File: src/rtl/reaction_timer.sv
// reaction_timer
//   Reaction-measurement phase of the reaction game. A rising edge on
//   countdown_done arms a round: after a pseudo-random hold-off the GO LED
//   lights, then elapsed milliseconds are counted in BCD until the player
//   presses the button. A press before GO is a false start. No press within
//   9999 ms is a timeout.
//
// Parameters
//   TICK_DIV     clk cycles per 1 ms tick
//   RAND_MIN_MS  minimum hold-off before GO, in ms
//   LFSR_SEED    non-zero reset value of the 16-bit LFSR
//
// Ports
//   clk            system clock
//   rst            asynchronous active-high reset
//   countdown_done level from the countdown stage; its rising edge arms a round
//   btn            debounced, synchronised button level (high = pressed)
//   go_led         high while waiting for the player's response
//   result_bcd     {thousands, hundreds, tens, ones} ms, BCD
//   result_valid   high while result_bcd holds a finished measurement
//   false_start    button pressed before GO
//   timeout        no press before 9999 ms
//   busy           round in progress (WAIT_RAND or MEASURE)
//   best_bcd       best (lowest) valid result
//
// Build option
//   REACTION_BEST_SCORE_EN  when defined, best_bcd tracks the lowest valid,
//                           non-timeout result. Otherwise it is tied to 9999.
module reaction_timer #(
    parameter int unsigned TICK_DIV    = 100000,
    parameter int unsigned RAND_MIN_MS = 1000,
    parameter logic [15:0] LFSR_SEED   = 16'hACE1
) (
    input  logic        clk,
    input  logic        rst,
    input  logic        countdown_done,
    input  logic        btn,
    output logic        go_led,
    output logic [15:0] result_bcd,
    output logic        result_valid,
    output logic        false_start,
    output logic        timeout,
    output logic        busy,
    output logic [15:0] best_bcd
);

    localparam logic [1:0] S_IDLE      = 2'd0;
    localparam logic [1:0] S_WAIT_RAND = 2'd1;
    localparam logic [1:0] S_MEASURE   = 2'd2;
    localparam logic [1:0] S_DONE      = 2'd3;

    localparam int TICK_W  = (TICK_DIV > 1) ? $clog2(TICK_DIV) : 1;
    localparam logic [TICK_W-1:0] TICK_LAST = TICK_W'(TICK_DIV - 1);
    // Wide enough for RAND_MIN_MS + 1023.
    localparam int DELAY_W = $clog2(RAND_MIN_MS + 1024);

    logic [1:0]         state_q, state_d;
    logic               done_q, btn_q;
    logic [15:0]        lfsr_q;
    logic [TICK_W-1:0]  tick_q, tick_d;
    logic [DELAY_W-1:0] delay_q, delay_d;
    logic [15:0]        count_q, count_d;
    logic [15:0]        result_q, result_d;
    logic               valid_q, valid_d;
    logic               fs_q, fs_d;
    logic               to_q, to_d;
    logic               go_q;
    logic               arm, press, tick, lfsr_fb;

    // Increment a 4-digit BCD value, each digit carrying 9 -> 0.
    function automatic logic [15:0] bcd_inc(input logic [15:0] v);
        logic [15:0] r;
        logic        carry;
        r     = v;
        carry = 1'b1;
        for (int i = 0; i < 4; i++) begin
            if (carry) begin
                if (v[4*i +: 4] == 4'd9) begin
                    r[4*i +: 4] = 4'd0;
                end else begin
                    r[4*i +: 4] = v[4*i +: 4] + 4'd1;
                    carry       = 1'b0;
                end
            end
        end
        return r;
    endfunction

    assign arm     = countdown_done & ~done_q;
    // A level already high when sampled is not a press; only a fresh edge is.
    assign press   = btn & ~btn_q;
    assign tick    = (tick_q == TICK_LAST);
    // Fibonacci LFSR, taps 16,14,13,11.
    assign lfsr_fb = lfsr_q[15] ^ lfsr_q[13] ^ lfsr_q[12] ^ lfsr_q[10];

    always_comb begin
        // NOTE: every variable gets a default first so no path leaves it
        // unassigned, which would otherwise infer a latch.
        state_d  = state_q;
        delay_d  = delay_q;
        count_d  = count_q;
        result_d = result_q;
        valid_d  = valid_q;
        fs_d     = fs_q;
        to_d     = to_q;
        unique case (state_q)
            S_IDLE, S_DONE: begin
                // arm while busy never reaches here, so a round cannot restart.
                if (arm) begin
                    state_d  = S_WAIT_RAND;
                    delay_d  = DELAY_W'(RAND_MIN_MS) + DELAY_W'(lfsr_q[9:0]);
                    count_d  = 16'h0000;
                    result_d = 16'h0000;
                    valid_d  = 1'b0;
                    fs_d     = 1'b0;
                    to_d     = 1'b0;
                end
            end
            S_WAIT_RAND: begin
                // Press wins over the hold-off expiring in the same cycle.
                if (press) begin
                    state_d  = S_DONE;
                    fs_d     = 1'b1;
                    result_d = 16'h0000;
                end else if (tick) begin
                    if (delay_q <= DELAY_W'(1)) begin
                        state_d = S_MEASURE;
                        delay_d = '0;
                    end else begin
                        delay_d = delay_q - DELAY_W'(1);
                    end
                end
            end
            S_MEASURE: begin
                // Press wins over a tick: the count shown is the one latched.
                if (press) begin
                    state_d  = S_DONE;
                    result_d = count_q;
                    valid_d  = 1'b1;
                end else if (tick) begin
                    if (count_q == 16'h9998) begin
                        state_d  = S_DONE;
                        count_d  = 16'h9999;
                        result_d = 16'h9999;
                        valid_d  = 1'b1;
                        to_d     = 1'b1;
                    end else begin
                        count_d = bcd_inc(count_q);
                    end
                end
            end
            default: state_d = S_IDLE;
        endcase

        // Restart the ms divider on every state entry so the first tick
        // lands a full TICK_DIV cycles after the transition.
        if (state_d != state_q || tick) begin
            tick_d = '0;
        end else begin
            tick_d = tick_q + TICK_W'(1);
        end
    end

    always_ff @(posedge clk or posedge rst) begin
        if (rst) begin
            state_q  <= S_IDLE;
            done_q   <= 1'b0;
            btn_q    <= 1'b0;
            lfsr_q   <= LFSR_SEED;
            tick_q   <= '0;
            delay_q  <= '0;
            count_q  <= 16'h0000;
            result_q <= 16'h0000;
            valid_q  <= 1'b0;
            fs_q     <= 1'b0;
            to_q     <= 1'b0;
            go_q     <= 1'b0;
        end else begin
            // NOTE: non-blocking assignments so every register samples the
            // pre-edge values, independent of statement order.
            state_q  <= state_d;
            done_q   <= countdown_done;
            btn_q    <= btn;
            lfsr_q   <= {lfsr_q[14:0], lfsr_fb};
            tick_q   <= tick_d;
            delay_q  <= delay_d;
            count_q  <= count_d;
            result_q <= result_d;
            valid_q  <= valid_d;
            fs_q     <= fs_d;
            to_q     <= to_d;
            go_q     <= (state_q == S_MEASURE);
        end
    end

    assign go_led       = go_q;
    assign result_bcd   = result_q;
    assign result_valid = valid_q;
    assign false_start  = fs_q;
    assign timeout      = to_q;
    assign busy         = (state_q == S_WAIT_RAND) || (state_q == S_MEASURE);

`ifdef REACTION_BEST_SCORE_EN
    logic [15:0] best_q;

    // Digit-wise BCD compare, most significant digit decides first.
    function automatic logic bcd_less(input logic [15:0] a, input logic [15:0] b);
        logic lt;
        logic decided;
        lt      = 1'b0;
        decided = 1'b0;
        for (int i = 3; i >= 0; i--) begin
            if (!decided && (a[4*i +: 4] != b[4*i +: 4])) begin
                lt      = (a[4*i +: 4] < b[4*i +: 4]);
                decided = 1'b1;
            end
        end
        return lt;
    endfunction

    // Only a real measurement (press in MEASURE) can improve the best score.
    always_ff @(posedge clk or posedge rst) begin
        if (rst) begin
            best_q <= 16'h9999;
        end else if (state_q == S_MEASURE && state_d == S_DONE && valid_d && !to_d
                     && bcd_less(result_d, best_q)) begin
            best_q <= result_d;
        end
    end

    assign best_bcd = best_q;
`else
    assign best_bcd = 16'h9999;
`endif

endmodule

File: config.mk
export PLATFORM = sky130hd
export DESIGN_NAME = reaction_timer
export DESIGN_NICKNAME = d
export VERILOG_FILES = /design/src/rtl/reaction_timer.sv
export SDC_FILE = /design/constraint.sdc
export NUM_CORES = 1
export LEC_CHECK = 0
export BUFFER_PORTS_ARGS = -buffer_cell sky130_fd_sc_hd__buf_2
export CORE_ASPECT_RATIO = 0.9
export CORE_MARGIN = 5
export CORE_UTILIZATION = 59
export CTS_BUF_LIST = sky130_fd_sc_hd__clkbuf_16
export CTS_CLUSTER_SIZE = 8
export DETAILED_ROUTE_END_ITERATION = 12
export GPL_TIMING_DRIVEN = 0
export PLACE_DENSITY = 0.79
export SKIP_LAST_GASP = 1
export SYNTH_ARGS = -nofsm -noshare
export SYNTH_HDL_FRONTEND = slang
export SYNTH_SLANG_ARGS = --single-unit
File: constraint.sdc
create_clock -name clk -period 3.4 [get_ports clk]
set_input_delay 0.51 -clock clk [delete_from_list [all_inputs] [get_ports clk]]
set_output_delay 0.51 -clock clk [all_outputs]
set_load 0.1 [all_outputs]
==> run_summary.xml <==
<?xml version="1.0" encoding="UTF-8"?>
<metrics>
  <group name="floorplanning">
    <metric name="core-area" unit="um^2">7430</metric>
    <metric name="floorplan.initialDensity" unit="">0.596</metric>
    <metric name="dieArea" unit="um^2">9350</metric>
    <metric name="fp-row-count" unit="">30</metric>
    <metric name="io-pin-count" unit="">41</metric>
    <metric name="chipHeight" unit="um">92.2</metric>
    <metric name="floorplan.die.width" unit="um">101</metric>
  </group>
  <group name="power">
    <metric name="ir_worst_vdd" unit="uV">500</metric>
    <metric name="power-per-cell-area" unit="nW/um^2">718</metric>
    <metric name="power.leakage" unit="nW">2.30</metric>
    <metric name="design_power_total" unit="mW">3.64</metric>
  </group>
  <group name="synthesis">
    <metric name="postSynth.asyncResetShare" unit="">1.00</metric>
    <metric name="synth.distinct_cells" unit="">63</metric>
    <metric name="seq_area_frac_synth" unit="">0.477</metric>
    <metric name="post_synth_main_area_contributors" unit="">sky130_fd_sc_hd__dfrtp_1 (43%), sky130_fd_sc_hd__dfstp_2 (4.7%), sky130_fd_sc_hd__o21ai_0 (3.6%), sky130_fd_sc_hd__ha_1 (3.4%), sky130_fd_sc_hd__nor2_1 (3.4%)</metric>
    <metric name="yosys_register_bits" unit="">84</metric>
    <metric name="synthDominantCellAreaShare" unit="">0.429</metric>
    <metric name="synth.avg_cell_area" unit="um^2">9.78</metric>
    <metric name="synth-edff-count" unit="">0</metric>
    <metric name="dominantRegCellSynth" unit="">sky130_fd_sc_hd__dfrtp_1</metric>
    <metric name="synth_top_cell_by_area" unit="">sky130_fd_sc_hd__dfrtp_1</metric>
    <metric name="ys_warns" unit="">0</metric>
    <metric name="synthesis.instances" unit="">453</metric>
    <metric name="post_synth_instance_area" unit="um^2">4430</metric>
  </group>
  <group name="sta">
    <metric name="final.period_utilization" unit="">0.834</metric>
    <metric name="rsz0062_at_grt" unit="">no</metric>
    <metric name="timing.final.hold_violations" unit="">0</metric>
    <metric name="max_slew_margin" unit="">0.427</metric>
    <metric name="timing.final.max_slew_violations" unit="">0</metric>
    <metric name="max_slew.worst_pin.slew" unit="ns">0.852</metric>
    <metric name="timing.fmax" unit="MHz">353</metric>
    <metric name="fin_crit" unit="ns">2.83</metric>
    <metric name="fin_skew" unit="ns">0.00907</metric>
    <metric name="setup-violations-final" unit="">0</metric>
  </group>
  <group name="global_route">
    <metric name="grt_pass1_vias" unit="">3585</metric>
    <metric name="grt_antenna_before_repair" unit="">0</metric>
    <metric name="gr-usage-all-layers" unit="">0.231</metric>
    <metric name="grt_start_max_net_pins" unit="">74</metric>
    <metric name="global_route.usage.met2" unit="">0.365</metric>
    <metric name="grt_pass1_wl" unit="um">17400</metric>
    <metric name="grt-busiest-layer" unit="">met2</metric>
    <metric name="grtUsageMet1" unit="">0.321</metric>
    <metric name="grt.met3_usage" unit="">0.0464</metric>
    <metric name="globalRouteOverflowTotal" unit="">0</metric>
  </group>
  <group name="run">
    <metric name="maxCapViolCount" unit="">0</metric>
  </group>
  <group name="clock_tree">
    <metric name="cts_inserted_buffers" unit="">9</metric>
    <metric name="ctsLongestPathBuffers" unit="">2</metric>
    <metric name="cts_hold_repair.buffers" unit="">0</metric>
    <metric name="cts-root-buf" unit="">sky130_fd_sc_hd__clkbuf_16</metric>
    <metric name="cts_tree" unit="">done</metric>
    <metric name="clkSinkCount" unit="">84</metric>
    <metric name="insertion_delay" unit="ns">0.34</metric>
    <metric name="worst_setup_hold_path_clk_slew" unit="ns">0.07</metric>
    <metric name="ctsResizeCount" unit="">0</metric>
    <metric name="count_of_h_tree_levels_built_during_cts" unit="">3</metric>
    <metric name="postCtsSetupRepairBufs" unit="">0</metric>
  </group>
  <group name="drt">
    <metric name="post-route-drc-count" unit="">0</metric>
    <metric name="num_vias" unit="">3691</metric>
    <metric name="routed_wire_length" unit="um">10300</metric>
    <metric name="drtPass1Iterations" unit="">5</metric>
    <metric name="detail_route.wl_per_cell" unit="um">17.0</metric>
    <metric name="drt_iter0_markers" unit="">288</metric>
    <metric name="viasPerCell" unit="">6.11</metric>
    <metric name="detail-route-antenna-nets" unit="">0</metric>
  </group>
  <group name="run_status">
    <metric name="run_status" unit="">complete, no violations</metric>
  </group>
  <group name="placed_design">
    <metric name="gp_congestion" unit="">0.912</metric>
    <metric name="placedCellCount" unit="">588</metric>
    <metric name="quantity_of_i_o_buffers_inserted_on_ports" unit="">24</metric>
    <metric name="dp_hpwl" unit="um">7090</metric>
  </group>
  <group name="worst_setup_path">
    <metric name="required" unit="ns">3.66</metric>
    <metric name="critical_path_peak_fanout" unit="">10</metric>
    <metric name="rrSetupSlack" unit="ns">0.57</metric>
    <metric name="critical_path.reg2reg.startpoint" unit="">state_q[0]</metric>
    <metric name="r2r_cells" unit="">8</metric>
    <metric name="critical_path.endpoint_type" unit="">flop</metric>
    <metric name="capture_instance_of_the_worst_register_to_register_path" unit="">result_bcd[15]</metric>
    <metric name="criticalPathCategory" unit="">reg -&gt; reg</metric>
    <metric name="cp_data_arrival_time" unit="ns">3.10</metric>
    <metric name="start_kind" unit="">flop</metric>
  </group>
  <group name="layout">
    <metric name="fraction_of_the_core_area_covered_by_cells_at_the_end_of_the_flow" unit="">0.683</metric>
    <metric name="antennaDiodeCount" unit="">0</metric>
    <metric name="layout.area.seq" unit="um^2">2110</metric>
    <metric name="final_common_cell" unit="">sky130_fd_sc_hd__dfrtp_1</metric>
    <metric name="drive_above_1_share" unit="">0.167</metric>
    <metric name="fin_nets" unit="">519</metric>
    <metric name="multi_input_gate_area_in_the_final_layout" unit="um^2">2100</metric>
    <metric name="area_growth" unit="%">14.5</metric>
    <metric name="post_layout_nonfiller_instances" unit="">604</metric>
    <metric name="most-common-layout-cells" unit="">sky130_fd_sc_hd__dfrtp_1 (76), sky130_fd_sc_hd__nor2_1 (40), sky130_fd_sc_hd__o21ai_0 (32)</metric>
    <metric name="fillCellCount" unit="">586</metric>
  </group>
  <group name="min_path">
    <metric name="min-delay-path-class" unit="">in -&gt; async</metric>
  </group>
</metrics>
## critical path: stages (launching register included)
cell and delay (ns):
sky130_fd_sc_hd__dfrtp_1 0.43, sky130_fd_sc_hd__inv_1 0.10, sky130_fd_sc_hd__ha_1 0.29, sky130_fd_sc_hd__clkbuf_1 0.22
sky130_fd_sc_hd__and2_1 0.24, sky130_fd_sc_hd__nor3_1 0.70, sky130_fd_sc_hd__clkbuf_1 0.52, sky130_fd_sc_hd__a21oi_1 0.15
sky130_fd_sc_hd__o21ai_0 0.09
## flip-flops by register name, indices dropped and copies added (netlist names)
signal        count
delay_q          11
btn_q             1
result_bcd       16
timeout           1
go_led            1
false_start       1
done_q            1
result_valid      1
lfsr_q           16
tick_q           17
state_q           2
count_q          16
## layer usage
metal	routed length, um	part of all wire
met3	830	0.081
met1	4420	0.43
met4	135	0.013
met5	0	0
met2	4900	0.48
## cells by family (layout without fill, tap and decap cells)
| family | Yosys count | in the layout | synth area share |
|---|---|---|---|
| compound gates | 109 | 109 | 0.164 |
| xor+xnor | 24 | 24 | 0.0474 |
| fa+ha+maj | 12 | 12 | 0.0339 |
| buf+inv | 53 | 94 | 0.0610 |
| flops | 84 | 84 | 0.477 |
| mux | 4 | 4 | 0.0102 |
| other cells | 2 | 16 | 0.00170 |
| simple gates | 165 | 165 | 0.206 |
## Yosys cell counts, types with 4 or more instances
| library cell | count |
|---|---|
| sky130_fd_sc_hd__or4_1 | 4 |
| sky130_fd_sc_hd__inv_1 | 19 |
| sky130_fd_sc_hd__a22o_1 | 5 |
| sky130_fd_sc_hd__dfstp_2 | 8 |
| sky130_fd_sc_hd__nor4_1 | 5 |
| sky130_fd_sc_hd__nor3_1 | 18 |
| sky130_fd_sc_hd__ha_1 | 12 |
| sky130_fd_sc_hd__and3_1 | 4 |
| sky130_fd_sc_hd__nand3_1 | 14 |
| sky130_fd_sc_hd__nand3b_1 | 7 |
| sky130_fd_sc_hd__clkbuf_1 | 14 |
| sky130_fd_sc_hd__o211ai_1 | 6 |
| sky130_fd_sc_hd__buf_4 | 16 |
| sky130_fd_sc_hd__a31oi_1 | 4 |
| sky130_fd_sc_hd__a21oi_1 | 24 |
| sky130_fd_sc_hd__nand4_1 | 9 |
| sky130_fd_sc_hd__nor2_1 | 40 |
| sky130_fd_sc_hd__nand2b_1 | 5 |
| sky130_fd_sc_hd__and4_1 | 5 |
| sky130_fd_sc_hd__a32o_1 | 8 |
| sky130_fd_sc_hd__mux2_2 | 4 |
| sky130_fd_sc_hd__o21ai_0 | 32 |
| sky130_fd_sc_hd__nand2_1 | 31 |
| sky130_fd_sc_hd__dfrtp_1 | 76 |
| sky130_fd_sc_hd__xnor2_1 | 13 |
| sky130_fd_sc_hd__xor2_1 | 11 |
## per-stage QoR
stage / setup WS [ns] / instance area [um^2] / setup TNS [ns] / hold WS, ns
finish: 0.566 / 5070 / 0 / 0.0702
global route: 0.454 / 5070 / 0 / 0.0737
CTS: 0.666 / 5070 / 0 / 0.0718
detailed placement: 0.645 / 4750 / 0 / 0.342
global placement: -0.194 / 4720 / -14.38 / 0.337
floorplan: 0.738 / 4480 / 0 / 0.333
## worst max-delay path by stage
stage               startpoint             end  slack [ns]
floorplan                  rst           btn_q        0.74
global placement           rst  result_bcd[10]       -0.19
detailed placement  state_q[0]  result_bcd[15]        0.64
CTS                 state_q[0]  result_bcd[15]        0.67
global route        state_q[0]  result_bcd[15]        0.45
finish              state_q[0]  result_bcd[15]        0.57
## cell type report
cell class | count | area share
clock inverter | 7 | 0.0187
timing repair buffer | 25 | 0.0291
buffer | 34 | 0.0392
clock buffer | 9 | 0.0444
sequential | 84 | 0.416
multi-input combinational | 330 | 0.414
inverter | 19 | 0.0145
tap | 96 | 0.0237
## report_power, final
part / internal, mW / switching (mW) / leakage [nW] / total, mW
clock network: 0.591 / 0.452 / 0.150 / 1.04
logic: 0.365 / 0.945 / 1.03 / 1.31
registers: 1.13 / 0.155 / 1.11 / 1.29
No activity file was read; power rests on OpenSTA's default activity.
